===== config.mk =====
export PLATFORM = sky130hd
export DESIGN_NAME = bus_byte_loader_flat
export DESIGN_NICKNAME = d
export VERILOG_FILES = /design/src/rtl/bus_byte_loader_if.sv /design/src/rtl/bus_byte_loader.sv /design/src/flat_wrapper.sv
export SDC_FILE = /design/constraint.sdc
export NUM_CORES = 1
export LEC_CHECK = 0
export CORE_AREA = 3 3 142 172
export CTS_CLUSTER_SIZE = 28
export DETAILED_ROUTE_END_ITERATION = 8
export DIE_AREA = 0 0 145 175
export DONT_BUFFER_PORTS = 1
export PLACE_DENSITY = 0.59
export RECOVER_POWER = 100
export SLEW_MARGIN = 20
export SYNTH_ARGS = -nofsm -noshare
export SYNTH_HDL_FRONTEND = slang
export SYNTH_SLANG_ARGS = --single-unit

===== constraint.sdc =====
create_clock -name clk -period 4 [get_ports clk]
set_clock_uncertainty 0.1 [all_clocks]
set_input_delay 0.2 -clock clk [delete_from_list [all_inputs] [get_ports clk]]
set_output_delay 0.2 -clock clk [all_outputs]
set_load 0.05 [all_outputs]

===== src/rtl/bus_byte_loader_if.sv =====
// naive_bus: simple request/grant memory bus between loader masters and the on-chip RAM.
interface naive_bus;
    logic        rd_req;
    logic [31:0] rd_addr;
    logic        wr_req;
    logic        wr_gnt;
    logic [31:0] wr_addr;
    logic [31:0] wr_data;
    logic [3:0]  wr_be;

    modport master (output rd_req, rd_addr, wr_req, wr_addr, wr_data, wr_be, input wr_gnt);
    modport slave  (input rd_req, rd_addr, wr_req, wr_addr, wr_data, wr_be, output wr_gnt);
endinterface


===== src/rtl/bus_byte_loader.sv =====
// Byte-stream loader: packs bytes little-endian into 32-bit words from a byte-granular
// base address and writes each completed or flushed word over naive_bus with byte enables.
module bus_byte_loader #(
    parameter logic [31:0] ADDR_LIMIT = 32'h0000_1000,
    parameter int          CNT_W      = 13
) (
    input  logic             clk,
    input  logic             rst,
    input  logic             i_start,
    input  logic [31:0]      i_base_addr,
    input  logic             i_byte_valid,
    input  logic [7:0]       i_byte,
    output logic             o_byte_ready,
    input  logic             i_flush,
    output logic             o_busy,
    output logic             o_done,
    output logic [CNT_W-1:0] o_byte_cnt,
    output logic             o_err,
    naive_bus.master         bus
);

    typedef enum logic [1:0] {IDLE, COLLECT, WRITE} state_t;

    state_t           state, state_nxt;
    logic [29:0]      word_addr, word_addr_nxt;
    logic [1:0]       lane, lane_nxt;
    logic [3:0]       be_acc, be_nxt;
    logic [3:0][7:0]  data_acc, data_nxt;
    logic             end_pend, end_pend_nxt;
    logic             busy_nxt, done_nxt, err_nxt;
    logic [CNT_W-1:0] cnt_nxt;
    logic             wr_req, wr_req_nxt;
    logic [31:0]      wr_addr, wr_addr_nxt;
    logic [31:0]      wr_data, wr_data_nxt;
    logic [3:0]       wr_be, wr_be_nxt;
    logic             byte_fire;
    logic             in_range;

    assign o_byte_ready = (state == COLLECT);
    assign byte_fire    = i_byte_valid && o_byte_ready;
    assign in_range     = {word_addr, 2'b00} < ADDR_LIMIT;

    assign bus.rd_req  = 1'b0;
    assign bus.rd_addr = 32'h0;
    assign bus.wr_req  = wr_req;
    assign bus.wr_addr = wr_addr;
    assign bus.wr_data = wr_data;
    assign bus.wr_be   = wr_be;

    always_comb begin
        state_nxt     = state;
        word_addr_nxt = word_addr;
        lane_nxt      = lane;
        be_nxt        = be_acc;
        data_nxt      = data_acc;
        end_pend_nxt  = end_pend;
        done_nxt      = 1'b0;
        err_nxt       = o_err;
        cnt_nxt       = o_byte_cnt;
        wr_req_nxt    = wr_req;
        wr_addr_nxt   = wr_addr;
        wr_data_nxt   = wr_data;
        wr_be_nxt     = wr_be;

        case (state)
            IDLE: begin
                if (i_start) begin
                    word_addr_nxt = i_base_addr[31:2];
                    lane_nxt      = i_base_addr[1:0];
                    be_nxt        = 4'h0;
                    data_nxt      = '0;
                    cnt_nxt       = '0;
                    err_nxt       = 1'b0;
                    end_pend_nxt  = 1'b0;
                    state_nxt     = COLLECT;
                end
            end
            COLLECT: begin
                if (byte_fire) begin
                    data_nxt[lane] = i_byte;
                    be_nxt[lane]   = 1'b1;
                    cnt_nxt        = o_byte_cnt + CNT_W'(1);
                end
                // be_nxt already includes a same-cycle byte, so byte+flush commits that word last
                if ((byte_fire && lane == 2'd3) || (i_flush && be_nxt != 4'h0)) begin
                    state_nxt    = WRITE;
                    end_pend_nxt = i_flush;
                    if (in_range) begin
                        wr_req_nxt  = 1'b1;
                        wr_addr_nxt = {word_addr, 2'b00};
                        wr_data_nxt = data_nxt;
                        wr_be_nxt   = be_nxt;
                    end else begin
                        err_nxt = 1'b1;
                    end
                end else if (i_flush) begin
                    done_nxt  = 1'b1;
                    state_nxt = IDLE;
                end else if (byte_fire) begin
                    lane_nxt = lane + 2'd1;
                end
            end
            WRITE: begin
                // wr_req low here means the word was out of window and is dropped
                if (!wr_req || bus.wr_gnt) begin
                    wr_req_nxt    = 1'b0;
                    wr_be_nxt     = 4'h0;
                    word_addr_nxt = word_addr + 30'd1;
                    lane_nxt      = 2'd0;
                    be_nxt        = 4'h0;
                    data_nxt      = '0;
                    if (end_pend) begin
                        done_nxt  = 1'b1;
                        state_nxt = IDLE;
                    end else begin
                        state_nxt = COLLECT;
                    end
                end
            end
            default: state_nxt = IDLE;
        endcase

        busy_nxt = (state_nxt != IDLE);
    end

    always_ff @(posedge clk or posedge rst) begin
        if (rst) begin
            state      <= IDLE;
            word_addr  <= '0;
            lane       <= '0;
            be_acc     <= '0;
            data_acc   <= '0;
            end_pend   <= 1'b0;
            o_busy     <= 1'b0;
            o_done     <= 1'b0;
            o_err      <= 1'b0;
            o_byte_cnt <= '0;
            wr_req     <= 1'b0;
            wr_addr    <= '0;
            wr_data    <= '0;
            wr_be      <= '0;
        end else begin
            state      <= state_nxt;
            word_addr  <= word_addr_nxt;
            lane       <= lane_nxt;
            be_acc     <= be_nxt;
            data_acc   <= data_nxt;
            end_pend   <= end_pend_nxt;
            o_busy     <= busy_nxt;
            o_done     <= done_nxt;
            o_err      <= err_nxt;
            o_byte_cnt <= cnt_nxt;
            wr_req     <= wr_req_nxt;
            wr_addr    <= wr_addr_nxt;
            wr_data    <= wr_data_nxt;
            wr_be      <= wr_be_nxt;
        end
    end

endmodule


===== src/flat_wrapper.sv =====
// flat-port wrapper written by rule: the top's interface ports become plain ports
module bus_byte_loader_flat 
#(
    parameter logic [31:0] ADDR_LIMIT = 32'h0000_1000,
    parameter int          CNT_W      = 13
)
  (clk, rst, i_start, i_base_addr, i_byte_valid, i_byte, o_byte_ready, i_flush, o_busy, o_done, o_byte_cnt, o_err, bus_rd_req, bus_rd_addr, bus_wr_req, bus_wr_addr, bus_wr_data, bus_wr_be, bus_wr_gnt);
  naive_bus bus_i ();
  input  logic clk;
  input  logic rst;
  input  logic i_start;
  input  logic [31:0] i_base_addr;
  input  logic i_byte_valid;
  input  logic [7:0] i_byte;
  output logic o_byte_ready;
  input  logic i_flush;
  output logic o_busy;
  output logic o_done;
  output logic [CNT_W-1:0] o_byte_cnt;
  output logic o_err;
  output wire logic [$bits(bus_i.rd_req)-1:0] bus_rd_req;
  output wire logic [$bits(bus_i.rd_addr)-1:0] bus_rd_addr;
  output wire logic [$bits(bus_i.wr_req)-1:0] bus_wr_req;
  output wire logic [$bits(bus_i.wr_addr)-1:0] bus_wr_addr;
  output wire logic [$bits(bus_i.wr_data)-1:0] bus_wr_data;
  output wire logic [$bits(bus_i.wr_be)-1:0] bus_wr_be;
  input wire logic [$bits(bus_i.wr_gnt)-1:0] bus_wr_gnt;
  assign bus_rd_req = bus_i.rd_req;
  assign bus_rd_addr = bus_i.rd_addr;
  assign bus_wr_req = bus_i.wr_req;
  assign bus_wr_addr = bus_i.wr_addr;
  assign bus_wr_data = bus_i.wr_data;
  assign bus_wr_be = bus_i.wr_be;
  assign bus_i.wr_gnt = bus_wr_gnt;
  bus_byte_loader #(.ADDR_LIMIT(ADDR_LIMIT), .CNT_W(CNT_W)) u_core (.clk(clk), .rst(rst), .i_start(i_start), .i_base_addr(i_base_addr), .i_byte_valid(i_byte_valid), .i_byte(i_byte), .o_byte_ready(o_byte_ready), .i_flush(i_flush), .o_busy(o_busy), .o_done(o_done), .o_byte_cnt(o_byte_cnt), .o_err(o_err), .bus(bus_i));
endmodule

# == Yosys cells after proc, flatten, opt, wreduce, memory -nomap -nowiden ==
# Cells that the tools add are included.
# word_totals
register_bits,154
output_inout_bits,119
# op_classes
n_addsub,3
n_lt_le_gt_ge,3
n_eq_ne,11
n_mux,50
bitwise_logic,1
n_reduce_logical,22
# op_table
cell,count
$mux 32,3
$pmux 32 s3,1
$mux 30,2
$pmux 30 s2,1
$bwmux 32,1
$lt 32x13->1 const B,1
$add 30x1->30 const B,1
$mux 13,2
$pmux 13 s2,1
$mux 4,6
$mux 2,9
$demux 8 s2,1
$reduce_and 3->1,5
$ne 2x2->1 const B,7
$add 13x1->13 const B,1
$mux 1,13
$pmux 2 s3,2
$pmux 4 s3,1
$mux 8,1
$pmux 1 s2,4
$pmux 4 s2,1
$reduce_and 4->1,2
$reduce_bool 2->1,4
$reduce_and 6->1,1
other kinds (14),19

# == Logic depth before layout (Yosys ltp) ==
# logic_depth
depth_word,13
depth_mapped,10

# == Worst setup path before layout ==
# Ideal clock, no wire load.
# synth_path
path_kind,reg-to-reg
from,reg u_core.state[1]
to,reg u_core.wr_data[0] (netlist: u_core.bus.wr_data[0])
t_arrival_ns,2.374
setup_slack_ns,1.392
path_stages_with_launch,11
synth_period_minus_slack_ns,2.608
cell_sequence,dfrtp_1 > inv_1 > ha_1 > buf_4 > and3_1 > buf_2 > o2111ai_4 > buf_4 > buf_4 > nand2_1 > o21ai_0
# synth_between
elab_chain_cells,8
# synth_lines
element,line_no,rtl
"start, declared",bus_byte_loader.sv:24,"state_t state, state_nxt;"
"start signal, assigned",bus_byte_loader.sv:143,state <= state_nxt;
$eq 2x1->1 (*),bus_byte_loader.sv:39,assign o_byte_ready = (state == COLLECT);
named net o_byte_ready,flat_wrapper.sv:15,output logic o_byte_ready;
$logic_and 1x1->1,bus_byte_loader.sv:40,assign byte_fire = i_byte_valid && o_byte_ready;
$mux 4,bus_byte_loader.sv:79,if (byte_fire) begin
$mux 4,bus_byte_loader.sv:65,case (state)
$reduce_bool 4->1,bus_byte_loader.sv:85,if ((byte_fire && lane == 2'd3) || (i_flush && be_nxt != 4'h0)) begin
$logic_and 1x1->1,bus_byte_loader.sv:85,
$logic_or 1x1->1,bus_byte_loader.sv:85,
$reduce_and 3->1 (no line),n/a,
"end signal, assigned",bus_byte_loader.sv:155,wr_data <= wr_data_nxt;
"end, declared",bus_byte_loader.sv:34,"logic [31:0] wr_data, wr_data_nxt;"
# The timed path passes the listed nets; every way through them passes the cells marked *. The select of a mux whose other input is x is not followed.
# A chain may end at the register's enable or synchronous reset.

# == Final worst setup path ==
# layout_path
from,reg u_core.state[1]
to,reg u_core.wr_data[27] (netlist: u_core.bus.wr_data[27])
# The elaborated chain is that of the path after synthesis.

==> metrics.md <==
| Metric | Value |
|---|---|
| Pins over their slew limit | 96 |
| Die Y | 175 µm |
| Fmax | roughly 310 MHz |
| Final setup viols | 0 |
| Initial antenna violation count | 1 |
| Yosys top cell by area | dfrtp_1 |
| Longest Clk Path Bufs | 2 |
| Maximum VDD drop | approximately 310 µV |
| Unrepaired setup endpoints after global routing | false |
| Row cnt | 61 |
| DP Cell Count | 1047 |
| Area Growth Syn to Fin | 13.7% |
| WHS Path Cells | 3 |
| Status | finished with violations |
| Via density | slightly above 5 |
| Starting Density | 33.8% |
| Crit path required time | 4.16 ns |
| Yosys top cell area share | 49.6% |
| Floorplan core area | 0.0230 mm² |
| GPL Wtd Cong | around 0.8 |
| Drt first-iter violations | around 310 |
| Top FF cell, synth | dfrtp_1 |
| Num ports | between 150 and 200 |
| Top post-synthesis cells by area | dfrtp_1 50%, mux2i_1 4.8%, nand2_1 4.0% |
| Crit Path Max Fanout | 34 |
| GRT overflow | 0 |
| Reg-to-reg endpoint | u_core.bus.wr_data[27]$_DFFE_PP0P_ |
| Routed len/inst | between 15 and 20 µm |
| Clock root buffer | clkbuf_16 |
| Final Hold Viols | 0 |
| Minimum clock period | around 3.2 ns |
| Post-synth cell types | 66 |
| Post-synth EDFFs | 0 |
| Vias in the first global route | ~5600 |
| Leakage | 0.00389 µW |
| Crit end category | flip-flop |
| RR Startpoint | u_core.state[1]$_DFF_PP0_ |
| Power density cells | about 660 mW/mm² |
| Post-CTS setup buffers | 0 |
| R2R depth | 7 |
| Pre-antenna DRT Iters | 5 |
| Worst Tran Pin Value | around 2.4 ns |
| Critical Path Start Type | flip-flop |
| Max-cap violations | 1 |
| Cts bufs inserted | 17 |
| Worst Hold Launch | i_base_addr[0] |
| Clk_lat worst skew | approximately 0.42 ns |
| Final period utilization | 80.1% |
| TritonCTS Sinks | around 150 |
| Netlist Area Pre-Place | about 0.0078 mm² |
| Min-delay worst type | input pin to flip-flop |
| Synth Warn # | 0 |
| TritonCTS clock tree | done |
| Multi-input gate area in the final layout | about 0.0034 mm² |
| Violated checks | max-capacitance violations, max-slew violations |
| Die area | 0.0254 mm² |
| Async set or reset register ratio after synthesis | 100% |
| Max H-tree Level | 4 |
| Mean Syn Cell Area | 10.1 µm² |
| Cell with the most instances after synthesis | dfrtp_1 |
| Critical Path AT | 3.36 ns |
| Hold Worst Slack | roughly 0.022 ns |
| Remaining DRCs | 0 |
| Hold Path End | u_core.lane[0]$_DFFE_PP0P_ |
| Synth Instances | approximately 770 |
| Fin nets | 845 |
| Global-route wire length before repair | ~32000 µm |
| Clock-pin slew on the worst setup and hold paths | ~0.060 ns |
| Seq/Total Area, Yosys | 49.6% |
| Share of cells above drive strength 1 | 7.73% |
| Global Route Usage Sum | between 10% and 20% |
| Synth cell count leaders | 154 x dfrtp_1, 83 x nand2_1, 62 x o21ai_0, 45 x a21oi_1, 39 x buf_4 |
| Reg area | ~0.0039 mm² |
| Post-route setup slack | approximately 0.80 ns |
| Vias | approximately 5800 |
| Setup slack, reg-to-reg | roughly 0.8 ns |
| Routed Antenna Nets | 0 |
| Non-filler cells, final | 1118 |
| Fillers | between 2000 and 2500 |
| FF+latch count, synth | ~150 |
| Fin Setup TNS | 0 ns |
| Critical path type | flip-flop to flip-flop |
| Max transition margin | -57.8% |
| DIE WIDTH | approximately 150 µm |
| Pwr Total | 5830 µW |
| Dpl ws | about 1.2 ns |
| Pin count of the biggest net entering global routing | 96 |
| Post-DP HPWL | around 13000 µm |
| Routed wire length | between 15000 and 20000 µm |
| Count of input and output buffers | 0 |
==> logic make-up after synthesis <==
group / share of synthesized area [%]
AND/OR/NAND/NOR: 15.0
AO/OA/AOI/OAI: 19.3
flip-flops: 49.6
buffers and inverters: 7.41
multiplexers: 6.22
adder cells (fa/ha/maj): 1.61
XOR/XNOR: 0.789
other: 0.0483
==> cell usage in the layout (no fill, tap or decap), types with 20 or more instances in the layout <==
cell	netlist	final
a21oi_1	45	47
a32o_1	20	20
conb_1	1	35
dfrtp_1	154	154
dlygate4sd3_1	0	38
mux2i_1	37	37
nand2_1	83	83
nand3_1	28	28
nor2_1	24	28
o21ai_0	62	62
==> routing by layer <==
layer  track usage, %  share of wire (%)
met4             4.51                1.8
met5                0              0.067
met2             25.1                 48
met1             19.5                 43
met3             4.90                7.1
==> how the worst max path moves through the flow <==
stage	from	end	slack, ns
after floorplan	u_core.state[1]$_DFF_PP0_	u_core.bus.wr_data[0]$_DFFE_PP0P_	1.39
after global placement	u_core.state[1]$_DFF_PP0_	u_core.bus.wr_addr[2]$_DFFE_PP0P_	1.22
after detailed placement	u_core.state[1]$_DFF_PP0_	u_core.bus.wr_be[2]$_DFFE_PP0P_	1.17
after CTS	u_core.state[1]$_DFF_PP0_	u_core.bus.wr_be[2]$_DFFE_PP0P_	1.16
after global routing	u_core.state[1]$_DFF_PP0_	u_core.bus.wr_data[27]$_DFFE_PP0P_	0.53
final	u_core.state[1]$_DFF_PP0_	u_core.bus.wr_data[27]$_DFFE_PP0P_	0.80
==> power breakdown <==
part | total, µW | leakage (µW) | switching [µW] | internal (µW)
Sequential | 2260 | 0.00205 | 427 | 1830
Combinational | 1940 | 0.00155 | 1230 | 708
Clock | 1630 | 0.000286 | 646 | 988
==> what timing repair did <==
item                                    in CTS  in global routing
resized for setup                            0                  0
endpoints found under the setup margin       0                  0
endpoints found under the hold margin      250                  0
hold buffers                                38                  0
==> area by class of cell <==
class	count	area share (%)
Multi-Input combinational cell	544	39.0
Inverter	18	0.779
Timing Repair Buffer	54	5.40
Clock buffer	23	5.52
Sequential cell	154	43.6
Antenna cell	1	0.0283
Tap cell	315	4.46
Clock inverter	9	1.25
==> stage by stage <==
| step | utilization [%] | area (µm²) |
|---|---|---|
| after CTS | 38.8 | 8910 |
| final | 38.5 | 8840 |
| after detailed placement | 34.5 | 7930 |
| after global routing | 38.5 | 8830 |
| after floorplan | - | 7900 |
| after global placement | 34.5 | 7930 |
==> worst max-delay path, cell delays in order (launching register included) <==
cell and delay, ns:
dfrtp_1 0.38, inv_1 0.08, ha_1 0.24, buf_4 0.31, and3_1 0.33, o2111ai_4 0.56, clkbuf_1 0.82, o21ai_0 0.21
==> registers in the layout, summed over array words and instances (netlist names), 2 cells and up <==
signal and flops:
u_core.data_acc 32, u_core.bus.wr_be 4, u_core.bus.wr_addr 30, u_core.lane 2, u_core.word_addr 30, u_core.bus.wr_data 32
u_core.be_acc 4, u_core.o_byte_cnt 13, u_core.state 2
No activity file was read; power rests on OpenSTA's default activity.
